## config.mk

```make
export PLATFORM = sky130hd
export DESIGN_NAME = uart_cmd_rx
export DESIGN_NICKNAME = d
export VERILOG_FILES = /design/src/rtl/uart_cmd_rx.sv
export SDC_FILE = /design/constraint.sdc
export NUM_CORES = 1
export LEC_CHECK = 0
export ABC_AREA = 1
export CAP_MARGIN = 20
export CORE_UTILIZATION = 45
export CTS_BUF_LIST = sky130_fd_sc_hd__clkbuf_2 sky130_fd_sc_hd__clkbuf_4 sky130_fd_sc_hd__clkbuf_8
export DETAILED_ROUTE_END_ITERATION = 8
export GPL_ROUTABILITY_DRIVEN = 0
export MAX_ROUTING_LAYER = met4
export PLACE_DENSITY = 0.69
export SETUP_SLACK_MARGIN = 0.15
export SLEW_MARGIN = 20
export SYNTH_ARGS = -nofsm -noshare
export SYNTH_HDL_FRONTEND = slang
export SYNTH_SLANG_ARGS = --single-unit
export TNS_END_PERCENT = 10
```

## constraint.sdc

```tcl
create_clock -name clk_50 -period 8.5 [get_ports clk_50]
set_clock_uncertainty 0.05 [all_clocks]
set_input_delay 2.55 -clock clk_50 [delete_from_list [all_inputs] [get_ports clk_50]]
set_output_delay 2.55 -clock clk_50 [all_outputs]
set_load 0.01 [all_outputs]
```

## src/rtl/uart_cmd_rx.sv

```systemverilog
// rtl/uart_cmd_rx.sv - 8N1 UART receiver with 4-byte write-command decoder for trigger config
module uart_cmd_rx #(
    parameter int          CLKS_PER_BIT = 434,
    parameter int          TIMEOUT_CLKS = 50000,
    parameter logic [7:0]  SYNC_BYTE    = 8'h53,
    parameter logic [13:0] THRESH_RST   = 14'd9000
) (
    input  logic        clk_50,
    input  logic        reset,
    input  logic        UART_RX,
    output logic [7:0]  rx_byte,
    output logic        rx_valid,
    output logic        frame_err,
    output logic [13:0] trig_threshold,
    output logic [13:0] trig_holdoff,
    output logic        trig_slope,
    output logic        force_arm,
    output logic        cmd_ok,
    output logic        cmd_err
);

    localparam int CW = (CLKS_PER_BIT > 2) ? $clog2(CLKS_PER_BIT) : 1;
    localparam int TW = $clog2(TIMEOUT_CLKS + 1);
    localparam logic [CW-1:0] BIT_LAST  = CW'(CLKS_PER_BIT - 1);
    localparam logic [CW-1:0] HALF_LAST = CW'(CLKS_PER_BIT / 2 - 1);
    localparam logic [TW-1:0] TO_LAST   = TW'(TIMEOUT_CLKS - 1);

    typedef enum logic [2:0] {B_IDLE, B_START, B_DATA, B_STOP, B_BREAK} bit_state_t;
    typedef enum logic [1:0] {P_SYNC, P_ADDR, P_DHI, P_DLO} parse_state_t;

    bit_state_t   b_state, b_next;
    parse_state_t p_state, p_next;

    logic          rx_meta, rx_sync, rx_prev;
    logic [CW-1:0] bcnt;
    logic [2:0]    bit_idx;
    logic [7:0]    shreg;
    logic          cnt_clr, shift_en, byte_ok, byte_bad;

    logic [TW-1:0] tcnt;
    logic [7:0]    addr_q, dhi_q;
    logic [15:0]   cmd_data;
    logic          lat_addr, lat_dhi, wr_thr, wr_hold, wr_slope, ok_set, err_set, fire_set;

    // rx_prev provides the falling-edge reference for start-bit detection
    always_ff @(posedge clk_50 or posedge reset) begin
        if (reset) begin
            rx_meta <= 1'b1;
            rx_sync <= 1'b1;
            rx_prev <= 1'b1;
        end else begin
            rx_meta <= UART_RX;
            rx_sync <= rx_meta;
            rx_prev <= rx_sync;
        end
    end

    always_ff @(posedge clk_50 or posedge reset) begin
        if (reset) b_state <= B_IDLE;
        else       b_state <= b_next;
    end

    always_comb begin
        b_next   = b_state;
        cnt_clr  = 1'b0;
        shift_en = 1'b0;
        byte_ok  = 1'b0;
        byte_bad = 1'b0;
        case (b_state)
            B_IDLE: if (rx_prev && !rx_sync) begin
                b_next  = B_START;
                cnt_clr = 1'b1;
            end
            B_START: if (bcnt == HALF_LAST) begin
                cnt_clr = 1'b1;
                b_next  = rx_sync ? B_IDLE : B_DATA;
            end
            B_DATA: if (bcnt == BIT_LAST) begin
                cnt_clr  = 1'b1;
                shift_en = 1'b1;
                if (bit_idx == 3'd7) b_next = B_STOP;
            end
            B_STOP: if (bcnt == BIT_LAST) begin
                cnt_clr = 1'b1;
                if (rx_sync) begin
                    byte_ok = 1'b1;
                    b_next  = B_IDLE;
                end else begin
                    byte_bad = 1'b1;
                    b_next   = B_BREAK;
                end
            end
            B_BREAK: if (rx_sync) b_next = B_IDLE;
            default: b_next = B_IDLE;
        endcase
    end

    always_ff @(posedge clk_50 or posedge reset) begin
        if (reset) begin
            bcnt      <= '0;
            bit_idx   <= 3'd0;
            shreg     <= 8'd0;
            rx_byte   <= 8'd0;
            rx_valid  <= 1'b0;
            frame_err <= 1'b0;
        end else begin
            bcnt      <= cnt_clr ? '0 : bcnt + CW'(1);
            bit_idx   <= (b_state == B_START) ? 3'd0 : (shift_en ? bit_idx + 3'd1 : bit_idx);
            if (shift_en) shreg <= {rx_sync, shreg[7:1]};
            if (byte_ok) rx_byte <= shreg;
            rx_valid  <= byte_ok;
            frame_err <= byte_bad;
        end
    end

    assign cmd_data = {dhi_q, rx_byte};

    always_ff @(posedge clk_50 or posedge reset) begin
        if (reset) p_state <= P_SYNC;
        else       p_state <= p_next;
    end

    always_comb begin
        p_next   = p_state;
        lat_addr = 1'b0;
        lat_dhi  = 1'b0;
        wr_thr   = 1'b0;
        wr_hold  = 1'b0;
        wr_slope = 1'b0;
        ok_set   = 1'b0;
        err_set  = 1'b0;
        fire_set = 1'b0;
        if (rx_valid) begin
            case (p_state)
                P_SYNC: if (rx_byte == SYNC_BYTE) p_next = P_ADDR;
                P_ADDR: begin
                    lat_addr = 1'b1;
                    p_next   = P_DHI;
                end
                P_DHI: begin
                    lat_dhi = 1'b1;
                    p_next  = P_DLO;
                end
                default: begin
                    p_next = P_SYNC;
                    case (addr_q)
                        8'h00: if (cmd_data[15:14] == 2'b00) begin wr_thr = 1'b1; ok_set = 1'b1; end
                               else err_set = 1'b1;
                        8'h01: if (cmd_data[15:14] == 2'b00) begin wr_hold = 1'b1; ok_set = 1'b1; end
                               else err_set = 1'b1;
                        8'h02: if (cmd_data[15:1] == 15'd0) begin wr_slope = 1'b1; ok_set = 1'b1; end
                               else err_set = 1'b1;
                        8'h03: begin fire_set = 1'b1; ok_set = 1'b1; end
                        default: err_set = 1'b1;
                    endcase
                end
            endcase
        end else if (p_state != P_SYNC && (frame_err || tcnt == TO_LAST)) begin
            // a broken byte or a stalled host abandons the partial command
            err_set = 1'b1;
            p_next  = P_SYNC;
        end
    end

    always_ff @(posedge clk_50 or posedge reset) begin
        if (reset) begin
            tcnt           <= '0;
            addr_q         <= 8'd0;
            dhi_q          <= 8'd0;
            trig_threshold <= THRESH_RST;
            trig_holdoff   <= 14'd0;
            trig_slope     <= 1'b0;
            force_arm      <= 1'b0;
            cmd_ok         <= 1'b0;
            cmd_err        <= 1'b0;
        end else begin
            tcnt      <= (rx_valid || p_state == P_SYNC) ? '0 : tcnt + TW'(1);
            if (lat_addr) addr_q <= rx_byte;
            if (lat_dhi)  dhi_q  <= rx_byte;
            if (wr_thr)   trig_threshold <= cmd_data[13:0];
            if (wr_hold)  trig_holdoff   <= cmd_data[13:0];
            if (wr_slope) trig_slope     <= cmd_data[0];
            force_arm <= fire_set;
            cmd_ok    <= ok_set;
            cmd_err   <= err_set;
        end
    end

endmodule

```

==> results_dict.tcl, run 1 <==
set metrics [dict create \
    die_x_um 103 \
    p_sw_frac 0.264 \
    yosys_register_bits 102 \
    fp.dieArea_mm2 0.0107 \
    hold_ws_ps 313 \
    postSynthNetCount 535 \
    ctsLongestPathBuffers 2 \
    syn_area_mm2 0.00462 \
    yosysTopAreaCellShare 0.509 \
    synthMostInstantiatedCell "nand2_1" \
    postPlaceCellArea_mm2 0.00516 \
    critical_path_class "reg2out" \
    power.internal_w 0.000724 \
    worst_ep_arrival_time_ps 1450 \
    post_route_cells_drive_above_1_share 0.0958 \
    synth.largest_area_cell "dfrtp_1" \
    crit_path_end_kind "output pin" \
    wl_per_cell_um 12.9 \
    vdd.ir_drop.worst_v 0.000135 \
    post_syn_instances 522 \
    average_cell_area_after_synthesis_um2 8.85 \
    clock_insertion_delay_worst_skew_ps 360 \
    synth.cells.most_frequent "130 x nand2_1, 94 x dfrtp_1, 68 x inv_1, 62 x nor2_1, 44 x o21ai_0" \
    n_antenna_cell 0 \
    top_level_ports 45 \
    fmax_mhz 247 \
    buffer_ports.inserted 44 \
    post-route-period-util 0.477 \
    grt-ovfl-total 0 \
    drt_pass1_iterations 5 \
    timing_max_transition_violations_final 0 \
    core_region_area_mm2 0.00986 \
    comb_power_frac 0.115 \
    dpl.hpwl_um 6570 \
    clkTransAtPathRegs_ps 90 \
    timing.slew.headroom 0.419 \
    rsz0062_at_grt "false" \
    drt_iter0_drc 148 \
    fp-row-count 36 \
    yosysUniqueCellTypes 28 \
    ant_nets 0 \
    cp_top_family "buffers and inverters" \
    p_leak_nw 2.42 \
    power.net_switching_w 0.000260 \
    fin_tns_setup_ps 0 \
    post_synth_edffs 0 \
    ctsHoldBuffers 0 \
    worst_pin_slew_ps 871 \
    timing.critical_path.buf_inv 1 \
    fillerInstances 918 \
    yosys_warnings 0 \
    fin_nets 582 \
    grt_pass1_vias 3388 \
    vias_per_cell 4.90 \
    timing.critical_path.slowest_cell_delay_ps 590 \
    power.sequential.fraction 0.540 \
    drcViolationCount 0 \
    chipHeight_um 103 \
    synth.top_cells.by_area "dfrtp_1 51%, nand2_1 11%, inv_1 5.5%" \
    postSynth.asyncResetShare 1.00 \
    cts_tree "yes" \
    yosys_most_used_dff "dfrtp_1" \
    drt_wl_total_um 9110 \
    timing.critical_path.from_type "register" \
    worst_ep_required_time_ps 5900 \
    initial_utilization 0.469 \
    clock_power_share 0.345 \
    numCtsBuffers 9 \
    largest_net_degree_at_the_start_of_global_routing 75 \
    cap_violations 0 \
    cts.root.buffer_cell "clkbuf_8" \
    powerDensity_mw_per_mm2 182 \
    slowest_stage "clkdlybuf4s50_1" \
    grt_pass1_wl_um 16000 \
    track_usage 0.203 \
    report.final.setup_viol 0 \
    crit_path_max_fanout 8 \
    h-tree-depth 3 \
    design_area_mm2 0.00540 \
    total_power_w 0.000984 \
    status "finished clean" \
    synth-seq-area-share 0.554 \
    cts.sinks 102 \
    final-hold-violation-count 0 \
    post_cts_resized 0 \
    area_growth_pct 16.7 \
    grt_antenna_before_repair 0 \
    series_of_cell_instances_along_the_critical_path "clkdlybuf4s50_1" \
    postCtsSetupRepairBufs 0 \
    hold_path.class "reg2reg" \
    timing.final.crit_period_ps 4050 \
    dr_total_vias 3464 \
]
cells in the final DEF (no fill, tap or decap):
cell type / count
nand3_4: 1
nand2_2: 3
xor2_1: 5
and3_1: 1
clkinv_2: 1
nor3_4: 1
clkbuf_4: 1
nand4_1: 7
clkinv_4: 1
inv_1: 67
o21a_1: 1
o21ai_1: 8
inv_4: 1
clkdlybuf4s50_1: 44
nor3_1: 15
dfstp_2: 8
o21bai_1: 2
clkbuf_8: 10
ha_1: 10
o21ai_2: 21
nand3_1: 20
o211ai_2: 1
clkinv_1: 1
a21oi_1: 5
nand3b_1: 1
dfrtp_1: 94
nand4_4: 1
nand2_1: 130
buf_4: 1
xnor2_1: 3
inv_6: 1
nor2_2: 1
o21ai_0: 44
bufinv_16: 2
nor2_1: 61
final timing paths:
kind                                           to              startpoint  cells past startpoint  slack (ps)
max                                      rx_valid      rx_valid$_DFF_PP0_                      1        4450
min                             rx_sync$_DFF_PP1_       rx_meta$_DFF_PP1_                      0         310
max reg2reg                     tcnt[8]$_DFF_PP0_  p_state[1]$_DFFE_PP0P_                      5        6440
min reg2reg                     rx_sync$_DFF_PP1_       rx_meta$_DFF_PP1_                      0         310
max in group asynchronous      tcnt[10]$_DFF_PP0_                   reset                      3        4750
min in group asynchronous  rx_byte[1]$_DFFE_PP0P_                   reset                      2        2460
power groups by stage:
stage	Sequential, W	Combinational, W	Clock, W
floorplan	0.000534	0.0000899	0
global placement	0.000540	0.000107	0
detailed placement	0.000540	0.000112	0
CTS	0.000531	0.000114	0.000348
global route	0.000535	0.000133	0.000369
finish	0.000531	0.000113	0.000340
cell type report:
cell class	count	area [µm²]	area share
Clock inverter	5	82.6	0.0153
Inverter	69	262	0.0485
Tap cell	133	166	0.0308
Timing Repair Buffer	45	448	0.0830
Sequential cell	102	2560	0.475
Clock buffer	11	145	0.0269
Multi-Input combinational cell	342	1730	0.321
kinds of logic after synthesis:
logic type / share of synthesized area
AOI/OAI and AO/OA: 0.109
and+or+nand+nor: 0.222
DFF: 0.554
adders and majority gates: 0.0271
buffers and inverters: 0.0720
xor gates and xnor gates: 0.0152
through the flow:
stage / utilization / instances / setup slack (ps)
after CTS: 0.547 / 707 / 4410
after global routing: 0.547 / 707 / 4370
after floorplan: - / 522 / 3240
after global placement: 0.524 / 691 / 4260
after detailed placement: 0.524 / 691 / 4260
final: 0.547 / 707 / 4450
flip-flops by register name, summed over array words and instances (netlist names), 2 cells and up:
name / cells
tcnt: 16
shreg: 8
p_state: 2
trig_holdoff: 14
dhi_q: 8
bit_idx: 3
b_state: 3
trig_threshold: 14
bcnt: 9
rx_byte: 8
addr_q: 8
layer usage:
| layer | part of all wire | GRT usage | up-vias | routed length [µm] |
|---|---|---|---|---|
| met4 | 0.012 | 0.0563 | 0 | 108 |
| met5 | 0 | - | - | 0 |
| met2 | 0.47 | 0.316 | 63 | 4310 |
| met3 | 0.042 | 0.0464 | 6 | 381 |
| li1 | - | - | 1751 | - |
| met1 | 0.47 | 0.269 | 1644 | 4310 |
No activity file was read; power rests on OpenSTA's default activity.
==> inputs of run 2 (changes only) <==
clock period = 4 ns   (was 8.5 ns; I/O delays follow)
==> results_dict.tcl, run 2 (synthesis gave the netlist of run 1 again) <==
set metrics [dict create \
    min-delay-start "rx_meta$_DFF_PP1_" \
    wl_per_cell_um 13.1 \
    p_leak_nw 2.40 \
    core_region_area_mm2 0.00986 \
    r2r_start "p_state[0]$_DFFE_PP0P_" \
    area_growth_pct 16.6 \
    ctsLongestPathBuffers 2 \
    final_critical_path_setup_slack_ps 1270 \
    cp_top_family "buffers and inverters" \
    powerDensity_mw_per_mm2 375 \
    vdd.ir_drop.worst_v 0.000223 \
    place_worst_setup_slack_ps 1490 \
    n_antenna_cell 0 \
    top_level_ports 45 \
    drcViolationCount 0 \
    clkTransAtPathRegs_ps 110 \
    numCtsBuffers 9 \
    fmax_mhz 366 \
    timing.critical_path.slowest_cell_delay_ps 630 \
    hold_path.class "reg2reg" \
    grt_pass1_wl_um 15900 \
    layout_common_cells "130 x nand2_1, 94 x dfrtp_1, 67 x inv_1" \
    track_usage 0.199 \
    cts.sinks 102 \
    grt-ovfl-total 0 \
    design_area_mm2 0.00539 \
    hold_ws_ps 313 \
    drt_wl_total_um 9260 \
    worst_pin_slew_ps 748 \
    timing.critical_path.from_type "register" \
    worst_ep_required_time_ps 2750 \
    fin_nets 583 \
    timing_max_transition_violations_final 0 \
    grt_antenna_before_repair 0 \
    drt_iter0_drc 173 \
    drt_pass1_iterations 4 \
    post_route_cells_drive_above_1_share 0.0974 \
    chipHeight_um 103 \
    slowest_stage "clkdlybuf4s50_1" \
    die_x_um 103 \
    timing.final.crit_period_ps 2730 \
    cts_tree "yes" \
    rsz0062_at_grt "false" \
    buffer_ports.inserted 44 \
    fin_tns_setup_ps 0 \
    registers_with_the_most_flip_flops "tcnt: 16 flops, trig_holdoff: 14 flops, trig_threshold: 14 flops" \
    timing.critical_path.buf_inv 1 \
    post_cts_resized 0 \
    dpl.hpwl_um 6630 \
    grt_pass1_vias 3394 \
    cts.root.buffer_cell "clkbuf_8" \
    fp.dieArea_mm2 0.0107 \
    clock_insertion_delay_worst_skew_ps 380 \
    fillerInstances 887 \
    postPlaceCellArea_mm2 0.00519 \
    report.final.setup_viol 0 \
    status "finished clean" \
    setup.worst_path.start "rx_valid$_DFF_PP0_" \
    mostFrequentLayoutCell "nand2_1" \
    final-hold-violation-count 0 \
    h-tree-depth 3 \
    register_bank_with_the_most_flops "tcnt" \
    fin_util 0.546 \
    post-route-period-util 0.684 \
    initial_utilization 0.469 \
    vias_per_cell 4.97 \
    crit_path_end_kind "output pin" \
    largest_reg_flops 16 \
    critical_path_class "reg2out" \
    fp-row-count 36 \
    largest_net_degree_at_the_start_of_global_routing 67 \
    dr_total_vias 3519 \
    ant_nets 0 \
    worst_ep_arrival_time_ps 1480 \
    series_of_cell_instances_along_the_critical_path "clkdlybuf4s50_1" \
    postCtsSetupRepairBufs 0 \
    timing.slew.headroom 0.501 \
    crit_path_max_fanout 8 \
    ctsHoldBuffers 0 \
    cap_violations 0 \
]
run 2: changes by cell type in the layout (fill, tap and decap cells not counted), sizes merged:
cell,previous run,this run
buf,1,2
clkbuf,11,9
inv,69,71
bufinv,2,0
clkinvlp,0,2
run 2: stage by stage:
stage	total power, W	std cells
floorplan	0.00133	522
detailed placement	0.00139	692
global placement	0.00138	692
global route	0.00212	708
CTS	0.00204	708
finish	0.00202	708
run 2: report_power, final:
group / internal, W / switching [W] / total [W] / leakage (nW)
combinational: 0.0000815 / 0.000161 / 0.000243 / 0.926
clock: 0.000248 / 0.000399 / 0.000647 / 0.0983
sequential: 0.00108 / 0.0000532 / 0.00113 / 1.38
total: 0.00141 / 0.000614 / 0.00202 / 2.40
run 2: metal layers:
| metal | vias to the layer above | part of all wire | GRT usage |
|---|---|---|---|
| li1 | 1756 | - | - |
| met2 | 64 | 0.47 | 0.316 |
| met3 | 12 | 0.038 | 0.0356 |
| met1 | 1687 | 0.47 | 0.259 |
| met5 | - | 0 | - |
| met4 | 0 | 0.015 | 0.0683 |
run 2: area by class of cell:
cell class / count / area, µm² / area share
clock buffer: 9 / 124 / 0.0230
multi-input combinational: 342 / 1730 / 0.321
inverter: 69 / 263 / 0.0487
tap: 133 / 166 / 0.0309
clock inverter: 7 / 77.6 / 0.0144
timing repair buffer: 46 / 468 / 0.0868
sequential: 102 / 2560 / 0.475
run 2: final timing paths:
check                                              end  slack, ps  cells after the start
setup / recovery                              rx_valid       1270                      1
hold reg to reg                      rx_sync$_DFF_PP1_        310                      0
setup reg to reg                     tcnt[7]$_DFF_PP0_       1950                      5
max in group asynchronous            rx_prev$_DFF_PP1_       1950                      3
min in group asynchronous  trig_holdoff[3]$_DFFE_PP0P_       1180                      2
hold / removal                       rx_sync$_DFF_PP1_        310                      0
==> inputs of run 3 (changes only) <==
PLACE_DENSITY = 0.72   (was 0.69)
clock period = 2.3 ns   (was 4 ns; I/O delays follow)
==> results_dict.tcl, run 3 (synthesis gave the netlist of run 1 again) <==
set metrics [dict create \
    cp_top_family "flip-flops" \
    largest_reg_flops 16 \
    vdd.ir_drop.worst_v 0.000459 \
    worst_pin_slew_ps 606 \
    top_level_ports 45 \
    cap_violations 0 \
    ff2ff_setup_slack_ps 400 \
    n_antenna_cell 0 \
    stdcell_count 713 \
    timing.slew.headroom 0.594 \
    fin_nets 588 \
    fp-row-count 36 \
    final-hold-violation-count 0 \
    dpl.hpwl_um 6720 \
    vias_per_cell 4.84 \
    ant_nets 0 \
    final_critical_path_setup_slack_ps 127 \
    series_of_cell_instances_along_the_critical_path "clkdlybuf4s50_1" \
    clkTransAtPathRegs_ps 100 \
    report.final.setup_viol 0 \
    crit_path_max_fanout 2 \
    drt_iter0_drc 147 \
    timing.critical_path.slowest_cell_delay_ps 540 \
    mostFrequentLayoutCell "nand2_1" \
    fin_tns_setup_ps 0 \
    registers_with_the_most_flip_flops "tcnt: 16 flops, trig_holdoff: 14 flops, trig_threshold: 14 flops" \
    ctsHoldBuffers 0 \
    post-place-cells 697 \
    total_power_w 0.00346 \
    timing.critical_path.buf_inv 1 \
    slowest_stage "dfstp_2" \
    crit_path_end_kind "output pin" \
    dr_total_vias 3451 \
    drt_wl_total_um 9130 \
    fmax_mhz 460 \
    cts_tree "yes" \
    register_bank_with_the_most_flops "tcnt" \
    worst-r2r-cell-count 6 \
    powerDensity_mw_per_mm2 636 \
    timing_max_transition_violations_final 0 \
    core_region_area_mm2 0.00986 \
    die_x_um 103 \
    status "finished clean" \
    drcViolationCount 0 \
    grt-ovfl-total 0 \
    largest_net_degree_at_the_start_of_global_routing 61 \
    cts.sinks 102 \
    worst_ep_required_time_ps 1560 \
    h-tree-depth 3 \
    p_leak_nw 2.45 \
    chipHeight_um 103 \
    post_route_cells_drive_above_1_share 0.105 \
    layout_common_cells "130 x nand2_1, 93 x dfrtp_1, 67 x inv_1" \
    postCtsSetupRepairBufs 0 \
    cts.root.buffer_cell "clkbuf_8" \
    track_usage 0.201 \
    critical_path_class "reg2out" \
    grt_pass1_wl_um 15700 \
    clock_insertion_delay_worst_skew_ps 370 \
    ctsLongestPathBuffers 2 \
    postPlaceCellArea_mm2 0.00525 \
    design_area_mm2 0.00544 \
    timing.critical_path.from_type "register" \
    drt_pass1_iterations 4 \
    hold_path_depth 0 \
    wl_per_cell_um 12.8 \
    grt_pass1_vias 3315 \
    numCtsBuffers 9 \
    timing.final.crit_period_ps 2170 \
    area_growth_pct 17.8 \
    initial_utilization 0.469 \
    hold_path.class "reg2reg" \
    place_worst_setup_slack_ps 445 \
    worst_ep_arrival_time_ps 1430 \
    grt_antenna_before_repair 0 \
    crit_cells 1 \
    rsz0062_at_grt "true" \
    fp.dieArea_mm2 0.0107 \
    buffer_ports.inserted 44 \
    post-route-period-util 0.945 \
]
[run 3: path summary, 6_finish.rpt]
kind                                                    end                      startpoint
worst max-delay path                     trig_threshold[13]  trig_threshold[13]$_DFFE_PP1P_
worst min-delay path                      rx_sync$_DFF_PP1_               rx_meta$_DFF_PP1_
worst max register to register  trig_holdoff[8]$_DFFE_PP0P_           addr_q[3]$_DFFE_PP0P_
worst min register to register            rx_sync$_DFF_PP1_               rx_meta$_DFF_PP1_
max in group asynchronous                 rx_prev$_DFF_PP1_                           reset
min in group asynchronous       trig_holdoff[3]$_DFFE_PP0P_                           reset
[run 3: per-layer routing]
layer,up-vias,wire (µm),global-route usage
met3,5,283,0.0585
met5,-,0,-
met2,64,4490,0.320
li1,1763,-,-
met4,0,68,0.0466
met1,1619,4290,0.254
[run 3: final cells by class]
type                       instances  area, µm²
fill                             860       4420
clock inverter                     6       52.6
timing repair buffer              51        533
tap                              133        166
multi-input combinational        342       1730
inverter                          69        263
sequential                       102       2560
clock buffer                      10        138
[run 3: metrics by stage]
stage	hold slack (ps)	util
4_1_cts	317	0.551
6_report	314	0.552
3_3_place_gp	300	0.532
3_5_place_dp	301	0.532
2_1_floorplan	295	-
5_1_grt	320	0.552
[run 3: repair_timing]
item | CTS | global route
pin swaps | 0 | 0
resized for setup | 1 | 1
endpoints found under the setup margin | 6 | 12
[run 3: report_power, final]
| group | switching (W) | total, W | internal, W |
|---|---|---|---|
| registers | 0.0000879 | 0.00196 | 0.00188 |
| logic | 0.000277 | 0.000421 | 0.000144 |
| clock network | 0.000634 | 0.00107 | 0.000440 |
| total | 0.000999 | 0.00346 | 0.00246 |
